--- src/rtl/cpu_run_sequencer.sv ---
// MMIO run/step sequencer: resets, free-runs, N-steps and halts the CPU and counts cycles/commits.
// Optional breakpoint register is enabled by defining CPU_SEQ_BREAKPOINT_EN.
module cpu_run_sequencer #(
  parameter int RST_CYCLES = 4
) (
  input  logic        sys_clk,
  input  logic        sys_rst,
  input  logic [31:0] interface_addr,
  input  logic [31:0] interface_wdata,
  input  logic        interface_we,
  output logic [31:0] interface_rdata,
  output logic        cpu_rst,
  output logic        cpu_global_en,
  input  logic        cpu_commit_en,
  input  logic [31:0] cpu_commit_pc,
  input  logic        cpu_commit_halt
);
  typedef enum logic [2:0] {
    S_RST  = 3'd0,
    S_IDLE = 3'd1,
    S_RUN  = 3'd2,
    S_STEP = 3'd3,
    S_DONE = 3'd4
  } state_e;

  localparam int            CW       = (RST_CYCLES > 1) ? $clog2(RST_CYCLES) : 1;
  localparam logic [CW-1:0] RST_LOAD = CW'(RST_CYCLES - 1);

  state_e        state_q;
  logic [CW-1:0] rst_cnt_q;
  logic [31:0]   nstep_q, remain_q;
  logic [31:0]   cyc_q, cyc_d, inst_q, inst_d, lpc_q, lpc_d;
  logic          halted_q, bp_hit_q;
`ifdef CPU_SEQ_BREAKPOINT_EN
  logic [31:0]   bp_q;
`endif

  logic [2:0] off;
  logic       cmd_we, c_reset, c_halt, c_step, c_run;
  logic       counted, halt_commit, bp_match;
  logic       unused_addr;

  assign off         = interface_addr[4:2];
  assign unused_addr = ^{interface_addr[31:5], interface_addr[1:0]};

  // One-hot the command with RESET > HALT > STEP > RUN priority.
  assign cmd_we  = interface_we && (off == 3'd0);
  assign c_reset = cmd_we & interface_wdata[3];
  assign c_halt  = cmd_we & interface_wdata[2] & ~interface_wdata[3];
  assign c_step  = cmd_we & interface_wdata[1] & ~|interface_wdata[3:2];
  assign c_run   = cmd_we & interface_wdata[0] & ~|interface_wdata[3:1];

  assign cpu_rst       = (state_q == S_RST);
  assign cpu_global_en = (state_q == S_RUN) || (state_q == S_STEP);

  assign counted     = cpu_global_en & cpu_commit_en;
  assign halt_commit = counted & cpu_commit_halt;
`ifdef CPU_SEQ_BREAKPOINT_EN
  assign bp_match = counted & bp_q[0] & (cpu_commit_pc[31:2] == bp_q[31:2]);
`else
  assign bp_match = 1'b0;
`endif

  always_comb begin
    cyc_d  = cpu_global_en ? cyc_q + 32'd1 : cyc_q;
    inst_d = counted ? inst_q + 32'd1 : inst_q;
    lpc_d  = counted ? cpu_commit_pc : lpc_q;
  end

  always_ff @(posedge sys_clk) begin
    if (sys_rst) begin
      state_q   <= S_RST;
      rst_cnt_q <= RST_LOAD;
      nstep_q   <= 32'd1;
      remain_q  <= '0;
      cyc_q     <= '0;
      inst_q    <= '0;
      lpc_q     <= '0;
      halted_q  <= 1'b0;
      bp_hit_q  <= 1'b0;
`ifdef CPU_SEQ_BREAKPOINT_EN
      bp_q      <= '0;
`endif
    end else begin
      if (interface_we && off == 3'd2) nstep_q <= interface_wdata;
`ifdef CPU_SEQ_BREAKPOINT_EN
      if (interface_we && off == 3'd6) bp_q <= interface_wdata;
`endif
      if (c_reset) begin
        state_q   <= S_RST;
        rst_cnt_q <= RST_LOAD;
        cyc_q     <= '0;
        inst_q    <= '0;
        lpc_q     <= '0;
        halted_q  <= 1'b0;
        bp_hit_q  <= 1'b0;
      end else begin
        cyc_q  <= cyc_d;
        inst_q <= inst_d;
        lpc_q  <= lpc_d;
        case (state_q)
          S_RST: begin
            if (rst_cnt_q == '0) state_q <= S_IDLE;
            else                 rst_cnt_q <= rst_cnt_q - 1'b1;
          end
          S_IDLE: begin
            if (c_step) begin
              state_q  <= S_STEP;
              remain_q <= (nstep_q == '0) ? 32'd1 : nstep_q;
              bp_hit_q <= 1'b0;
            end else if (c_run) begin
              state_q  <= S_RUN;
              bp_hit_q <= 1'b0;
            end
          end
          S_RUN: begin
            if (halt_commit) begin
              state_q  <= S_DONE;
              halted_q <= 1'b1;
            end else if (c_halt) begin
              state_q <= S_IDLE;
            end else if (bp_match) begin
              state_q  <= S_IDLE;
              bp_hit_q <= 1'b1;
            end
          end
          S_STEP: begin
            if (halt_commit) begin
              state_q  <= S_DONE;
              halted_q <= 1'b1;
            end else if (c_halt) begin
              state_q <= S_IDLE;
            end else if (bp_match) begin
              state_q  <= S_IDLE;
              bp_hit_q <= 1'b1;
            end else if (counted) begin
              if (remain_q == 32'd1) state_q <= S_IDLE;
              else                   remain_q <= remain_q - 32'd1;
            end
          end
          S_DONE:  state_q <= S_DONE;
          default: state_q <= S_RST;
        endcase
      end
    end
  end

  always_comb begin
    interface_rdata = '0;
    case (off)
      3'd1: interface_rdata = {27'd0, bp_hit_q, halted_q, state_q};
      3'd2: interface_rdata = nstep_q;
      3'd3: interface_rdata = cyc_q;
      3'd4: interface_rdata = inst_q;
      3'd5: interface_rdata = lpc_q;
`ifdef CPU_SEQ_BREAKPOINT_EN
      3'd6: interface_rdata = bp_q;
`endif
      default: interface_rdata = '0;
    endcase
  end
endmodule

--- config.mk ---
export PLATFORM = sky130hd
export DESIGN_NAME = cpu_run_sequencer
export DESIGN_NICKNAME = d
export VERILOG_FILES = /design/src/rtl/cpu_run_sequencer.sv
export SDC_FILE = /design/constraint.sdc
export NUM_CORES = 1
export LEC_CHECK = 0
export ABC_AREA = 1
export CAP_MARGIN = 40
export CORE_UTILIZATION = 36
export DETAILED_ROUTE_END_ITERATION = 8
export HOLD_SLACK_MARGIN = 0.06
export RECOVER_POWER = 25
export SYNTH_ARGS = -nofsm -noshare
export SYNTH_HDL_FRONTEND = slang
export SYNTH_SLANG_ARGS = --single-unit
--- constraint.sdc ---
create_clock -name sys_clk -period 2.55 [get_ports sys_clk]
set_input_delay 0.51 -clock sys_clk [delete_from_list [all_inputs] [get_ports sys_clk]]
set_output_delay 0.51 -clock sys_clk [all_outputs]
set_load 0.1 [all_outputs]
---- After elaboration in Yosys (flattened, before gate mapping) ----
Cells that the tools add are included.
word-level totals
  bits in registers ....................... 167
  input port bits ......................... 101
  output and inout port bits .............. 34
  word-level logic and storage cells ...... 85
operators by class
  add/subtract/negate cells ............... 4
  equality and inequality tests ........... 20
  muxes and demuxes ....................... 20
  bitwise gates (word level) .............. 12
  reduce and logical (&&, ||, !) cells .... 20
operator list
  cell                   count
  $mux 32                6
  $pmux 32 s5            1
  $add 32x1->32 const B  2
  $pmux 32 s2            1
  $eq 32x1->1 const B    1
  $logic_not 32->1       1
  $sub 32x1->32 const B  1
  $mux 3                 9
  $pmux 3 s5             1
  $eq 3x2->1 const B     4
  $ne 2x2->1 const B     5
  $and 1x1->1            9
  $eq 3x3->1 const B     3
  $reduce_and 7->1       1
  $eq 3x1->1 const B     2
  $logic_not 3->1        2
  $ne 3x3->1 const B     2
  $reduce_and 2->1       3
  $reduce_or 2->1        3
  $reduce_and 5->1       1
  $ne 4x3->1 const B     1
  $ne 4x4->1 const B     1
  $reduce_bool 2->1      2
  $not 1->1              3
  8 further kinds        11

---- Longest topological paths before layout ----
Gate-level depths: netlist (run 1).
  depth in word-level cells ............... 7
  mapped depth ............................ 13
  mapped depth without buffers ............ 12

---- Worst setup path before layout (run 1) ----
OpenSTA, ideal clock, no wires.
  path type ............................... input port to output port
  start ................................... in interface_addr[4]
  end ..................................... out interface_rdata[0]
  arrival ................................. 2995 ps
  data required time ...................... 2040 ps
  slack ................................... -955 ps
  cell stages on the path ................. 4
  buffers on the path ..................... 1
  cells stage by stage .................... buf_2 > nor2_1 > nand2_1 > o21ai_0
between the ends
  word-level cells in the longest chain between the ends .. 2
  elaborated cells on any way between the ends .. 6
  classes of those cells .................. 5 x eq/ne; 1 x mux
ends and longest elaborated chain
  element                             line  RTL
  start: declaration                  8     input logic [31:0] interface_addr,
  $eq 3x3->1 (tied with other cells)  150   case (off)
  $pmux 32 s5 (*)                     150
  end: declaration                    11    output logic [31:0] interface_rdata,
Every way passes the cells marked *; elsewhere a longest branch is shown, timed or not.

---- Worst setup path after layout (run 1) ----
  start ................................... in interface_addr[3]
  end ..................................... out interface_rdata[31]
Same word-level chain as after synthesis.

==> impl_metrics.csv, run 1 <==
group,metric,value,unit
synth,synth_seq_cells,166,
drt,drt_first_pass_iters,7,
cts,cts_tree,"built",
cts,cts_buffers,17,
min_path,hold_path.class,"flip-flop to flip-flop",
timing,worstMarginPinSlew,845,ps
power_and_ir_drop,clock_power_share,27.0,%
setup_path,worstSetupEndpointType,"output pin",
final_layout,stdcell_count,2057,
place,gp_congestion,0.969,
synth,synthMuxAreaShare,0,%
cts,clk_pin_slew,60,ps
timing,setup_viol,0,
timing,slew_viol_final,0,
synth,syn_avg_cell_area,6.09,sq um
timing,fin_crit_sh,95.0,%
synth,syn_area,9650,sq um
cts,h-tree-depth,4,
floorplanning,ioPinCount,135,
timing,slew-limit-headroom,43.7,%
timing,layout_min_cycle_time,2420,ps
power_and_ir_drop,p_int,5.55,mW
synth,synth_cells,1585,
status,outcome,"finished with violations",
final_layout,final_util,49.1,%
floorplanning,start_util,36.8,%
synth,ys_types,41,
status,violations,"design-rule violations",
power_and_ir_drop,finalPower,9.50,mW
drt,avgRoutedWirePerCell,16.6,um
drt,vias,10663,
global_route,antenna_found_initial,0,
global_route,grt.total_usage,25.2,%
floorplanning,chipHeight,166,um
floorplanning,core.rowCount,59,
synth,netlist_top_cells_area,"dfxtp_1 34%, nand2_1 18%, nor2_1 9.3%, inv_1 7.3%, a21oi_1 6.1%",
setup_path,cp.arrival,1910,ps
global_route,grt_pass1_vias,9786,
flow_run,drv_cap,0,
cts,clk_latency,430,ps
synth,synth_most_common_cell,"nand2_1",
timing,hold_ws,462,ps
final_layout,final_nets,1817,
timing,hold_violations,0,
drt,vias_per_cell,5.18,
global_route,overflow,0,
final_layout,antenna_cells,0,
timing,max_freq,0.413,GHz
floorplanning,dieArea,27500,sq um
synth,synth_top_family_by_area,"simple AND/OR/NAND/NOR gates",
synth,synth.top_cell.area_share,34.4,%
drt,drtIter0Drc,826,
final_layout,layout-drive-gt1-share,11.4,%
cts,clock-root-buffer,"clkbuf_16",
power_and_ir_drop,pwr-share-comb,40.6,%
final_layout,area_growth,33.4,%
floorplanning,die_w,166,um
drt,finalWirelength,34.2,mm
synth,yosysWarningCount,0,
place,io_buffers,105,
drt,route.detailed.drc,10,
power_and_ir_drop,power_leakage,4.88,nW
power_and_ir_drop,switching_share,41.5,%
floorplanning,core,26200,sq um
power_and_ir_drop,ir_worst_vdd,0.434,mV
global_route,grt_max_degree,61,
power_and_ir_drop,switchingPower,3.95,mW
timing,skew,7.78,ps
power_and_ir_drop,power_density,738,nW/um^2
synth,yosysSeqAreaShare,34.4,%
synth,synth_compound_area_share,16.4,%
synth,synthArstFlopShare,0,%
synth,synth_top_area_cell,"dfxtp_1",
synth,yosys.area_share.adder,0.648,%
synth,synth_simple_gate_area_share,37.7,%
setup_path,path_class,"input port to output pin",
synth,synth_ff_type,"dfxtp_1",
setup_path,worstPathMaxFanout,4,
timing,rsz0062_at_grt,"no",
power_and_ir_drop,seqPwrFrac,32.3,%
drt,ant_nets,0,
place,dp_cells,2022,
cts,clkSinkCount,166,
setup_path,worstSetupStartpointType,"input port",
synth,synth_nets,1691,
synth,synth-xor-area-share,0.907,%
synth,netlist_top_cells_count,"466 x nand2_1, 238 x nor2_1, 189 x inv_1",
synth,synth_edf_count,0,
place,detailed_place_hpwl,26.4,mm
cts,cts_buffer_depth,2,
setup_path,worstPathRequired,2040,ps
global_route,grt_pass1_wl,54.2,mm
==> flip-flops by register name, indices dropped and copies added (netlist names) <==
name,flops
state_q,3
inst_q,32
cyc_q,32
remain_q,32
rst_cnt_q,2
halted_q,1
lpc_q,32
nstep_q,32
==> power by group through the flow <==
stage	logic (mW)	registers, mW	clock network [mW]
after detailed placement	3.81	3.12	0
after CTS	3.86	3.07	2.60
after global placement	3.76	3.12	0
final	3.86	3.07	2.57
after global routing	4.38	3.10	2.71
after floorplan	2.80	3.03	0
==> worst max-delay path, stage by stage <==
cell,delay (ps)
dlygate4sd2_1,250
inv_1,90
nor2_2,60
nand2_2,110
inv_6,70
buf_4,140
a22oi_1,230
o221ai_1,230
buf_12,220
==> cell families after synthesis <==
| family | count (synthesis) |
|---|---|
| DFF | 166 |
| and+or+nand+nor | 879 |
| AOI/OAI and AO/OA | 273 |
| adders and majority gates | 5 |
| xor gates and xnor gates | 10 |
| buffers and inverters | 252 |
==> layout by cell type, fill, tap and decap left out, types with 3 or more instances in the layout <==
master and instances:
a31oi_1 4, ha_1 5, a22oi_2 11, nand2_2 9, nor2_2 12, nand3_1 74
o21ai_0 78, o22ai_1 4, dfxtp_1 166, inv_1 187, clkdlybuf4s50_1 67, o21a_1 3
nand3b_1 7, nand2_1 462, clkinvlp_4 5, a221oi_2 3, xor2_1 9, dlygate4sd2_1 3
o221ai_4 16, inv_6 3, a22oi_1 15, o221ai_2 8, nor3_1 38, buf_4 43
nor2_1 236, o21ai_1 3, buf_16 4, nor3b_1 3, clkbuf_16 17, nand4_1 27
clkbuf_1 5, a21oi_1 117, buf_12 40
==> layout make-up <==
cell class / instances / area, sq um
fill: 2626 / 13300
timing repair buffer: 167 / 2010
clock buffer: 19 / 433
multi-input combinational: 1167 / 5840
tap: 335 / 419
clock inverter: 11 / 129
inverter: 192 / 728
sequential: 166 / 3320
==> repair_timing <==
action	in CTS	in global routing
endpoints found under the setup margin	31	0
resized for setup	42	0
hold buffers	0	0
buffers inserted	2	0
==> layer usage <==
layer  global-route usage (%)  part of all wire (%)  vias to the layer above
met5                        0                     0                        -
met4                     8.70                   2.9                        0
met3                     3.98                   6.5                       67
met2                     38.3                    42                      350
met1                     35.9                    48                     4871
li1                         -                     -                     5375
==> per-stage QoR <==
step	cell area [sq um]	setup TNS [ps]	setup WS (ps)
finish	12900	0	128
detailed placement	12100	-4300	-251
global placement	12100	-3810	-242
floorplan	10000	-3900	-568
CTS	12900	0	120
global route	12900	0	13.4
==> path summary, 6_finish.rpt <==
| kind | start | to | slack, ps | depth (start not counted) |
|---|---|---|---|---|
| hold reg to reg | lpc_q[29] | lpc_q[29] | 460 | 2 |
| setup reg to reg | cyc_q[1] | cyc_q[18] | 420 | 10 |
| setup / recovery | interface_addr[3] | interface_rdata[31] | 130 | 9 |
| hold / removal | lpc_q[29] | lpc_q[29] | 460 | 2 |
(Power assumes the default switching activity.)
==> run 2: changes to the inputs <==
ABC_CLOCK_PERIOD_IN_PS = 2550   (was unset)
CORE_UTILIZATION = 56   (was 36)
PLACE_DENSITY = 0.81   (was unset)
==> run 2 against run 1 <==
- the flow now finishes without violations
- core utilization increased by 27 points
- non-clock buffer count up 5
- via count grew 4.3%
- maximum frequency decreased by 4.0%
- routed wire length is 0.16% lower
- clock skew grew 3.9 ps
- critical endpoint is now interface_rdata[24]
==> impl_metrics.csv, run 2 (synthesized netlist as in run 1, its figures left out) <==
group,metric,value,unit
status,outcome,"complete, no violations",
final_layout,stdcell_count,1950,
cts,cts_buffers,17,
timing,hold_ws,462,ps
timing,slew-limit-headroom,36.1,%
setup_path,ff2ff_path_depth,11,
timing,layout_min_cycle_time,2520,ps
final_layout,final_util,76.6,%
power_and_ir_drop,seqPwrFrac,31.5,%
setup_path,worstPathRequired,2040,ps
setup_path,r2r_slack,430,ps
power_and_ir_drop,ir_worst_vdd,0.735,mV
setup_path,worstPathMaxFanout,14,
final_layout,layout-drive-gt1-share,11.9,%
drt,vias,11121,
final_layout,final_cell_mix,"462 x nand2_1, 236 x nor2_1, 187 x inv_1",
timing,max_freq,0.397,GHz
setup_path,reg2reg_from,"state_q[1]",
min_path,worstHoldEndpoint,"lpc_q[0]",
min_path,hold_depth,2,
global_route,grt_max_degree,54,
power_and_ir_drop,pwr-share-comb,40.6,%
power_and_ir_drop,switching_share,41.2,%
timing,fin_crit_sh,98.9,%
min_path,min_from,"lpc_q[0]",
drt,avgRoutedWirePerCell,17.5,um
floorplanning,start_util,57.8,%
floorplanning,core,16700,sq um
global_route,grt_pass1_wl,53.6,mm
timing,slew_viol_final,0,
setup_path,cp.arrival,2010,ps
setup_path,worstSetupEndpointType,"output pin",
cts,cts_buffer_depth,2,
drt,drt_first_pass_iters,6,
floorplanning,dieArea,17800,sq um
cts,clkSinkCount,166,
place,gp_congestion,0.962,
timing,setup_viol,0,
cts,clock-root-buffer,"clkbuf_16",
cts,clk_pin_slew,60,ps
power_and_ir_drop,power_density,761,nW/um^2
final_layout,area_growth,32.6,%
global_route,grt_pass1_vias,9988,
global_route,grt.total_usage,38.9,%
floorplanning,ioPinCount,135,
setup_path,worstSetupStartpointType,"input port",
cts,clk_latency,440,ps
drt,ant_nets,0,
flow_run,drv_cap,0,
final_layout,final_common_cell,"nand2_1",
power_and_ir_drop,power_leakage,4.91,nW
floorplanning,die_w,133,um
setup_path,path_class,"input port to output pin",
timing,skew,11.7,ps
cts,cts_tree,"built",
power_and_ir_drop,clock_power_share,27.9,%
timing,hold_violations,0,
place,io_buffers,105,
floorplanning,core.rowCount,47,
drt,route.detailed.drc,0,
final_layout,final_nets,1822,
power_and_ir_drop,p_int,5.73,mW
drt,vias_per_cell,5.70,
min_path,hold_path.class,"flip-flop to flip-flop",
place,detailed_place_hpwl,25.7,mm
drt,finalWirelength,34.1,mm
power_and_ir_drop,switchingPower,4.02,mW
global_route,antenna_found_initial,1,
power_and_ir_drop,finalPower,9.74,mW
place,placed_cell_area,12000,sq um
drt,drtIter0Drc,1133,
floorplanning,chipHeight,133,um
final_layout,fin_area,12800,sq um
setup_path,worstReg2RegEnd,"inst_q[19]",
timing,rsz0062_at_grt,"yes",
timing,worstMarginPinSlew,958,ps
place,dp_cells,1915,
global_route,overflow,0,
cts,h-tree-depth,4,
-- run 2: cell type report --
| type | instances | area (sq um) |
|---|---|---|
| Antenna cell | 1 | 2.50 |
| Tap cell | 220 | 275 |
| Clock buffer | 21 | 460 |
| Multi-Input combinational cell | 1167 | 5860 |
| Fill cell | 1316 | 3900 |
| Timing Repair Buffer | 172 | 2000 |
| Clock inverter | 11 | 148 |
| Sequential cell | 166 | 3320 |
| Inverter | 192 | 723 |
-- run 2: how the worst max path moves through the flow --
stage | from | to | slack, ps
floorplan | interface_addr[3] | interface_rdata[10] | -570
global placement | interface_addr[3] | interface_rdata[31] | -170
detailed placement | interface_addr[3] | interface_rdata[26] | -180
CTS | interface_addr[3] | interface_rdata[24] | 30
global route | interface_addr[3] | interface_rdata[24] | -30
finish | interface_addr[3] | interface_rdata[24] | 30
-- run 2: worst max-delay path, cell delays in order --
cell           delay [ps]
dlygate4sd2_1         280
inv_1                 110
nor2_2                 50
nand2_2               100
inv_4                  70
buf_12                160
a22oi_1               340
o221ai_4              180
buf_12                200
-- run 2: power groups by stage --
stage | combinational [mW] | clock, mW | sequential (mW)
2_1_floorplan | 2.80 | 0 | 3.03
3_3_place_gp | 3.74 | 0 | 3.11
3_5_place_dp | 3.83 | 0 | 3.12
4_1_cts | 3.87 | 2.71 | 3.06
5_1_grt | 4.44 | 2.82 | 3.09
6_report | 3.96 | 2.72 | 3.07
-- run 2: layer usage --
layer	up-vias	GRT usage, %	part of all wire, %
met1	5071	52.7	42
met3	93	6.54	8.7
li1	5393	-	-
met4	0	17.5	4.5
met2	564	60.6	44
met5	-	0	0
-- run 2: what timing repair did --
action                     CTS  global route
setup buffers                1             0
resized for setup           26            10
pin swaps                    2             0
setup endpoints to repair   32            14
gates cloned                 1             0
hold buffers                 0             0
-- run 2: metrics by stage --
step	TNS (ps)	setup slack [ps]
4_1_cts	0	28.7
3_5_place_dp	-4450	-177
3_3_place_gp	-4050	-165
6_report	0	28.2
5_1_grt	-55.6	-28.1
2_1_floorplan	-3900	-568
==> run 3: changes to the inputs <==
CAP_MARGIN = 10   (was 40)
==> results of run 3 <==
Same layout as run 2: the final DEF is identical, and so are final timing and power.
